File: config.mk
export PLATFORM = sky130hd
export DESIGN_NAME = snn_infer_ctrl
export DESIGN_NICKNAME = d
export VERILOG_FILES = /design/src/rtl/snn_ctrl_pkg.sv /design/src/rtl/snn_spike_accum.sv /design/src/rtl/snn_infer_ctrl.sv
export SDC_FILE = /design/constraint.sdc
export NUM_CORES = 2
export LEC_CHECK = 0
export BUFFER_PORTS_ARGS = -buffer_cell sky130_fd_sc_hd__buf_2
export CORE_MARGIN = 1
export CORE_UTILIZATION = 51
export DETAILED_ROUTE_END_ITERATION = 10
export PLACE_DENSITY_LB_ADDON = 0.2
export RECOVER_POWER = 50
export SYNTH_ARGS = -nofsm -noshare
export SYNTH_HDL_FRONTEND = slang
export SYNTH_SLANG_ARGS = --single-unit
File: constraint.sdc
create_clock -name clk -period 23 [get_ports clk]
set_clock_uncertainty 0.2 [all_clocks]
set_input_delay 2.3 -clock clk [delete_from_list [all_inputs] [get_ports clk]]
set_output_delay 2.3 -clock clk [all_outputs]
set_load 0.01 [all_outputs]
File: src/rtl/snn_ctrl_pkg.sv
// rtl/snn_ctrl_pkg.sv - shared address map, FSM states and reset values for the SNN inference sequencer
package snn_ctrl_pkg;

  // Register byte addresses (paddr[1:0] is ignored on decode)
  localparam logic [7:0] ADDR_CTRL        = 8'h00;
  localparam logic [7:0] ADDR_STATUS      = 8'h04;
  localparam logic [7:0] ADDR_LEAK        = 8'h08;
  localparam logic [7:0] ADDR_STEPS       = 8'h0C;
  localparam logic [7:0] ADDR_RESULT      = 8'h10;
  localparam logic [7:0] ADDR_PIXEL_BASE  = 8'h40;
  localparam logic [7:0] ADDR_SCOUNT_BASE = 8'h80;

  // Timestep count after reset
  localparam logic [7:0] STEPS_RESET = 8'd8;

  typedef enum logic [2:0] {
    IDLE,
    CLEAR,
    RUN,
    DRAIN,
    ARGMAX,
    DONE
  } ctrl_state_e;

endpackage

File: src/rtl/snn_spike_accum.sv
// rtl/snn_spike_accum.sv - per-digit saturating spike counters and sequential argmax scan
module snn_spike_accum
  import snn_ctrl_pkg::*;
#(
  parameter int OUTPUT_SIZE = 16,
  parameter int CNT_W       = 8
) (
  input  logic                         clk,
  input  logic                         rst,
  input  logic                         clear,
  input  logic                         enable,
  input  logic [OUTPUT_SIZE-1:0]       spikes,
  input  logic                         scan_en,
  output logic [OUTPUT_SIZE*CNT_W-1:0] counts,
  output logic                         scan_last,
  output logic [3:0]                   winner,
  output logic [CNT_W-1:0]             win_count
);

  localparam int IDX_W = (OUTPUT_SIZE > 1) ? $clog2(OUTPUT_SIZE) : 1;
  localparam logic [IDX_W-1:0] LAST_IDX = IDX_W'(OUTPUT_SIZE - 1);

  logic [CNT_W-1:0] cnt [OUTPUT_SIZE];
  logic [IDX_W-1:0] idx;
  logic [IDX_W-1:0] best_idx;
  logic [CNT_W-1:0] best_cnt;

  // Count one per set spike bit on enabled cycles, holding at all-ones instead of wrapping
  always_ff @(posedge clk or posedge rst) begin
    if (rst) begin
      for (int i = 0; i < OUTPUT_SIZE; i++) cnt[i] <= '0;
    end else if (clear) begin
      for (int i = 0; i < OUTPUT_SIZE; i++) cnt[i] <= '0;
    end else if (enable) begin
      for (int i = 0; i < OUTPUT_SIZE; i++) begin
        if (spikes[i] && (cnt[i] != '1)) cnt[i] <= cnt[i] + 1'b1;
      end
    end
  end

  // Walk one counter per cycle; strict greater-than keeps the lowest index on ties
  always_ff @(posedge clk or posedge rst) begin
    if (rst) begin
      idx      <= '0;
      best_idx <= '0;
      best_cnt <= '0;
    end else if (clear) begin
      idx      <= '0;
      best_idx <= '0;
      best_cnt <= '0;
    end else if (scan_en) begin
      if (cnt[idx] > best_cnt) begin
        best_cnt <= cnt[idx];
        best_idx <= idx;
      end
      if (idx != LAST_IDX) idx <= idx + 1'b1;
    end
  end

  for (genvar g = 0; g < OUTPUT_SIZE; g++) begin : g_counts
    assign counts[g*CNT_W +: CNT_W] = cnt[g];
  end

  assign scan_last = (idx == LAST_IDX);
  assign winner    = 4'(best_idx);
  assign win_count = best_cnt;

endmodule

File: src/rtl/snn_infer_ctrl.sv
// rtl/snn_infer_ctrl.sv - APB inference sequencer (clear, N timesteps, argmax); irq gated by SNN_CTRL_IRQ_EN
module snn_infer_ctrl
  import snn_ctrl_pkg::*;
#(
  parameter int INPUT_SIZE  = 64,
  parameter int OUTPUT_SIZE = 16,
  parameter int PIXEL_WIDTH = 8,
  parameter int CNT_W       = 8
) (
  input  logic                              clk,
  input  logic                              rst,
  input  logic                              psel,
  input  logic                              penable,
  input  logic                              pwrite,
  input  logic [7:0]                        paddr,
  input  logic [31:0]                       pwdata,
  output logic [31:0]                       prdata,
  output logic                              pready,
  output logic [INPUT_SIZE*PIXEL_WIDTH-1:0] pixel_input,
  output logic [7:0]                        leak_factor,
  output logic                              net_clear,
  output logic                              net_step,
  input  logic [OUTPUT_SIZE-1:0]            digit_spikes,
  output logic                              irq
);

  localparam int PIX_WORDS = INPUT_SIZE / 4;
  localparam logic [4:0] PIX_WORDS_L = 5'(PIX_WORDS);
  localparam logic [4:0] OUT_L       = 5'(OUTPUT_SIZE);

  ctrl_state_e state, state_next;
  logic [7:0]  leak, steps, steps_left;
  logic [31:0] pix_word [PIX_WORDS];
  logic [CNT_W-1:0] scount [OUTPUT_SIZE];
  logic [OUTPUT_SIZE*CNT_W-1:0] counts;
  logic        done_flag, step_d, busy, wr, start_req;
  logic        acc_clear, scan_en, scan_last, set_done, irq_en_rd;
  logic [3:0]  winner, result_winner;
  logic [CNT_W-1:0] win_count, result_cnt;
  logic        hit_ctrl, hit_status, hit_leak, hit_steps, hit_result, hit_pix, hit_sc;
  logic        unused;

  assign pready    = 1'b1;
  assign wr        = psel & penable & pwrite;
  assign busy      = (state != IDLE);
  assign unused    = ^paddr[1:0];

  assign hit_ctrl   = (paddr[7:2] == ADDR_CTRL[7:2]);
  assign hit_status = (paddr[7:2] == ADDR_STATUS[7:2]);
  assign hit_leak   = (paddr[7:2] == ADDR_LEAK[7:2]);
  assign hit_steps  = (paddr[7:2] == ADDR_STEPS[7:2]);
  assign hit_result = (paddr[7:2] == ADDR_RESULT[7:2]);
  assign hit_pix    = (paddr[7:6] == ADDR_PIXEL_BASE[7:6]) && ({1'b0, paddr[5:2]} < PIX_WORDS_L);
  assign hit_sc     = (paddr[7:6] == ADDR_SCOUNT_BASE[7:6]) && ({1'b0, paddr[5:2]} < OUT_L);
  assign start_req  = wr && hit_ctrl && pwdata[0];

  // State register, timestep countdown and the net_step delay line
  always_ff @(posedge clk or posedge rst) begin
    if (rst) begin
      state      <= IDLE;
      steps_left <= '0;
      step_d     <= 1'b0;
    end else begin
      state  <= state_next;
      step_d <= net_step;
      if (state == IDLE && start_req) steps_left <= steps;
      else if (state == RUN)          steps_left <= steps_left - 1'b1;
    end
  end

  // Next-state and per-state strobes
  always_comb begin
    state_next = state;
    net_clear  = 1'b0;
    net_step   = 1'b0;
    acc_clear  = 1'b0;
    scan_en    = 1'b0;
    set_done   = 1'b0;
    case (state)
      IDLE: if (start_req) begin
        state_next = CLEAR;
        acc_clear  = 1'b1;
      end
      CLEAR: begin
        net_clear  = 1'b1;
        state_next = (steps_left == 8'd0) ? DRAIN : RUN;
      end
      RUN: begin
        net_step = 1'b1;
        if (steps_left == 8'd1) state_next = DRAIN;
      end
      DRAIN:  state_next = ARGMAX;
      ARGMAX: begin
        scan_en = 1'b1;
        if (scan_last) state_next = DONE;
      end
      DONE: begin
        set_done   = 1'b1;
        state_next = IDLE;
      end
      default: state_next = IDLE;
    endcase
  end

  // Network configuration registers; frozen while an inference is running
  always_ff @(posedge clk or posedge rst) begin
    if (rst) begin
      leak  <= '0;
      steps <= STEPS_RESET;
      for (int i = 0; i < PIX_WORDS; i++) pix_word[i] <= '0;
    end else if (wr && !busy) begin
      if (hit_leak)  leak  <= pwdata[7:0];
      if (hit_steps) steps <= pwdata[7:0];
      if (hit_pix)   pix_word[paddr[5:2]] <= pwdata;
    end
  end

  // DONE flag and RESULT capture; a start clears DONE ahead of any W1C
  always_ff @(posedge clk or posedge rst) begin
    if (rst) begin
      done_flag     <= 1'b0;
      result_winner <= '0;
      result_cnt    <= '0;
    end else begin
      if (set_done)                           done_flag <= 1'b1;
      else if (acc_clear)                     done_flag <= 1'b0;
      else if (wr && hit_status && pwdata[1]) done_flag <= 1'b0;
      if (set_done) begin
        result_winner <= winner;
        result_cnt    <= win_count;
      end
    end
  end

`ifdef SNN_CTRL_IRQ_EN
  logic irq_en, irq_q;

  // Interrupt enable and registered level interrupt
  always_ff @(posedge clk or posedge rst) begin
    if (rst) begin
      irq_en <= 1'b0;
      irq_q  <= 1'b0;
    end else begin
      if (wr && hit_ctrl) irq_en <= pwdata[1];
      irq_q <= done_flag & irq_en;
    end
  end
  assign irq       = irq_q;
  assign irq_en_rd = irq_en;
`else
  assign irq       = 1'b0;
  assign irq_en_rd = 1'b0;
`endif

  snn_spike_accum #(
    .OUTPUT_SIZE(OUTPUT_SIZE),
    .CNT_W      (CNT_W)
  ) u_accum (
    .clk      (clk),
    .rst      (rst),
    .clear    (acc_clear),
    .enable   (step_d),
    .spikes   (digit_spikes),
    .scan_en  (scan_en),
    .counts   (counts),
    .scan_last(scan_last),
    .winner   (winner),
    .win_count(win_count)
  );

  for (genvar g = 0; g < OUTPUT_SIZE; g++) begin : g_scount
    assign scount[g] = counts[g*CNT_W +: CNT_W];
  end

  for (genvar g = 0; g < PIX_WORDS; g++) begin : g_pix
    assign pixel_input[32*g +: 32] = pix_word[g];
  end

  assign leak_factor = leak;

  // Combinational read mux, zero unless a read is selected
  always_comb begin
    prdata = '0;
    if (psel && !pwrite) begin
      if (hit_ctrl)        prdata = {30'b0, irq_en_rd, 1'b0};
      else if (hit_status) prdata = {30'b0, done_flag, busy};
      else if (hit_leak)   prdata = {24'b0, leak};
      else if (hit_steps)  prdata = {24'b0, steps};
      else if (hit_result) prdata = {16'b0, 8'(result_cnt), 4'b0, result_winner};
      else if (hit_pix)    prdata = pix_word[paddr[5:2]];
      else if (hit_sc)     prdata = 32'(scount[paddr[5:2]]);
    end
  end

endmodule

==> flow_summary.yaml <==
layout:
  drive_gt1_frac: 0.288
  fin_util: 0.602
  syn_to_final_growth_pct: 16.1
  fin_nets: 3044
  n_fill_cell: 5425
cts:
  clkTransAtPathRegs_ns: 0.06
  postCtsResizedCells: 0
  postCtsSetupBuffers: 0
  ctsHoldBuffers: 0
  clkSinkCount: 697
  cts_tree: "built"
  cts.path.max_buffers: 3
  htree_levels: 3
  cts_buffers: 76
  clockRootBuffer: "clkbuf_16"
  clk_latency_ns: 0.63
global_routing:
  grt_pass1_wl_um: 167000
  antenna_found_initial: 7
  grt_pass1_vias: 24700
  grt_usage: 0.335
  grt-ovfl-total: 0
  grt_max_degree: 150
power_and_ir_drop:
  p_clk_frac: 0.373
  powerDensity_nw_per_um2: 87.6
  p_total_mw: 3.49
  net-switching-power_mw: 1.05
  cellLeakagePower_nw: 18.5
  vdd.ir_drop.worst_mv: 0.0611
  p_sw_frac: 0.302
  power.internal_mw: 2.43
  p_seq_frac: 0.441
  combPwrFrac: 0.186
detailed_routing:
  avgViaCountPerCell: 6.23
  drt_pre_antenna_iters: 8
  wl_per_cell_um: 29.2
  drt-total-wl_um: 113000
  drtIter0Drc: 2116
  route.vias.total: 24200
  drc: 48
  antenna_left: 0
sta:
  clock.fmax_ghz: 0.0924
  worstMarginPinSlew_ns: 4.72
  slew_headroom: -2.16
  timing_hold_violations_final: 0
  min_period_ns: 10.82
  setup_viol: 0
  fin_tns_setup_ns: 0
  drv_slew: 378
  rsz0062_at_grt: "no"
  fin_crit_sh: 0.470
placed_design:
  place_congestion: 0.927
  port_buffers: 612
  dp_hpwl_um: 77900
critical_path:
  worstPathMaxFanout: 29
  required_ns: 20.50
  critPathCaptureType: "primary output"
  arrival_ns: 8.32
  worst-setup-path-type: "in2out"
  start_kind: "primary input"
run_status:
  violations: "DRC, capacitance limit, slew limit"
  outcome: "finished with violations"
floorplan:
  io_pins: 617
  dieArea_um2: 68300
  start_util: 0.519
  dieWidth_um: 261
  die_h_um: 261
  core-area_um2: 66100
  placementRows: 94
synthesis:
  async_flop_share: 1.00
  synth_top_area_frac: 0.508
  syn_area_um2: 34300
  netlist_instances: 2408
  seq_area_frac_synth: 0.509
  synth_ff_type: "dfrtp_1"
  synth_edf_count: 0
  ys_top_cells_by_area: "dfrtp_1 51%, mux4_2 15%, mux2_2 12%, mux2_1 5.4%, xor2_1 2.0%"
  syn_area_per_cell_um2: 14.2
  synth.ff_latch_count: 697
  yosys_warnings: 0
  yosysTopAreaCell: "dfrtp_1"
  synth.distinct_cells: 58
  synth_fp_nets: 2496
flow_run:
  drv_cap: 8
min_path:
  hp-class: "reg2reg"
[state kept, by name (all words and copies together) (netlist names)]
name and cells:
pixel_input 512, u_accum.counts 128, steps_left 8, u_accum.idx 4
result_cnt 8, leak_factor 8, u_accum.win_count 8, steps 8
state 3, u_accum.winner 4, result_winner 4, step_d 1
done_flag 1
[Yosys cell counts (all sizes together), types with 2 or more instances]
library cell    n
o211ai         15
inv            19
a41oi           2
nor4            2
buf           118
a221o           2
a21oi          29
and3           30
conb            2
a32o            8
nand3b          2
nor2b          27
or4             4
nand2b          5
dfrtp         696
xnor2          30
a211oi          3
clkbuf         61
mux2          545
nand2          78
a31oi          16
a2111oi         4
nor2          170
mux4          223
mux2i          29
or3            11
ha             27
o21ai          33
a22oi          20
nor3           14
or2             3
nand4          56
and4            2
nand3          27
and2            7
xor2           79
[final timing paths]
path	startpoint	endpoint	slack, ns	cells after the start
min in group asynchronous	rst	u_accum.counts[31]$_DFFE_PP0P_	2.91	2
max in group asynchronous	rst	pixel_input[333]$_DFFE_PP0P_	13.31	6
setup reg to reg	u_accum.idx[0]$_DFFE_PP0P_	u_accum.win_count[1]$_DFFE_PP0P_	18.41	10
hold / removal	result_cnt[1]$_DFFE_PP0P_	result_cnt[1]$_DFFE_PP0P_	0.29	2
setup / recovery	paddr[4]	prdata[9]	12.18	9
hold reg to reg	result_cnt[1]$_DFFE_PP0P_	result_cnt[1]$_DFFE_PP0P_	0.29	2
[power by group through the flow]
stage / Clock (mW) / Combinational (mW) / Sequential (mW)
after global routing: 1.37 / 0.710 / 1.55
after global placement: 0 / 0.643 / 1.54
after CTS: 1.32 / 0.667 / 1.53
final: 1.30 / 0.649 / 1.54
after detailed placement: 0 / 0.662 / 1.55
after floorplan: 0 / 0.460 / 1.50
[layer usage]
metal,share of wire,wire [um],vias up,GRT usage
li1,-,-,10000,-
met1,0.38,43500,12800,0.434
met2,0.48,54700,1111,0.533
met3,0.092,10400,236,0.0985
met4,0.042,4800,4,0.131
met5,0.00026,29,-,0
[cells by family after synthesis]
family,after synthesis,share of synthesized area
mux,797,0.334
compound gates,138,0.0260
buf+inv,198,0.0299
flops,697,0.509
xor+xnor,109,0.0278
other cells,2,0.000219
fa+ha+maj,27,0.00985
simple gates,440,0.0638
[cell type report]
cell class	instances	area [um^2]	share of cell area
Clock inverter	28	444	0.0112
Clock buffer	110	2220	0.0558
Multi-Input combinational cell	1513	15800	0.398
Tap cell	864	1080	0.0272
Timing Repair Buffer	649	2690	0.0675
Antenna cell	5	12.5	0.000314
Inverter	19	72.6	0.00182
Sequential cell	697	17400	0.438
[through the flow]
stage	worst slack (ns)	instance area, um^2	hold WS [ns]	instances
2_1_floorplan	0.957	34300	0.250	2408
3_3_place_gp	14.85	37900	0.271	3742
3_5_place_dp	14.83	37900	0.275	3742
4_1_cts	14.84	40500	0.293	3880
5_1_grt	11.67	39800	0.315	3884
6_report	12.18	39800	0.292	3885
[cell usage in the layout (no fill, tap or decap), types with 11 or more instances in the layout]
| master | netlist | final |
|---|---|---|
| nor3_1 | 11 | 12 |
| nand2_1 | 77 | 68 |
| clkbuf_8 | 0 | 17 |
| buf_4 | 28 | 29 |
| mux2_1 | 165 | 165 |
| nand3_1 | 25 | 25 |
| o211ai_1 | 15 | 15 |
| a22oi_1 | 20 | 20 |
| xnor2_1 | 30 | 30 |
| clkbuf_1 | 60 | 547 |
| mux4_2 | 223 | 223 |
| o21ai_0 | 33 | 33 |
| buf_2 | 64 | 86 |
| clkinv_2 | 0 | 11 |
| nor2_1 | 164 | 166 |
| dfrtp_1 | 696 | 695 |
| inv_1 | 19 | 18 |
| a21oi_1 | 29 | 29 |
| a31oi_1 | 16 | 16 |
| mux2_2 | 380 | 380 |
| xor2_1 | 79 | 79 |
| and3_1 | 30 | 29 |
| mux2i_1 | 29 | 29 |
| clkbuf_16 | 0 | 77 |
| nand4_1 | 56 | 56 |
| ha_1 | 27 | 27 |
| nor2b_1 | 27 | 27 |
[critical path, stage by stage]
cell and delay (ns):
clkbuf_1 1.74, clkbuf_1 1.75, nor2b_1 0.67, clkbuf_1 0.47, nand3_1 0.28, nor3_1 0.28, buf_4 0.24, a32o_1 0.31
buf_2 0.20
Power figures use the tool's default switching activity.
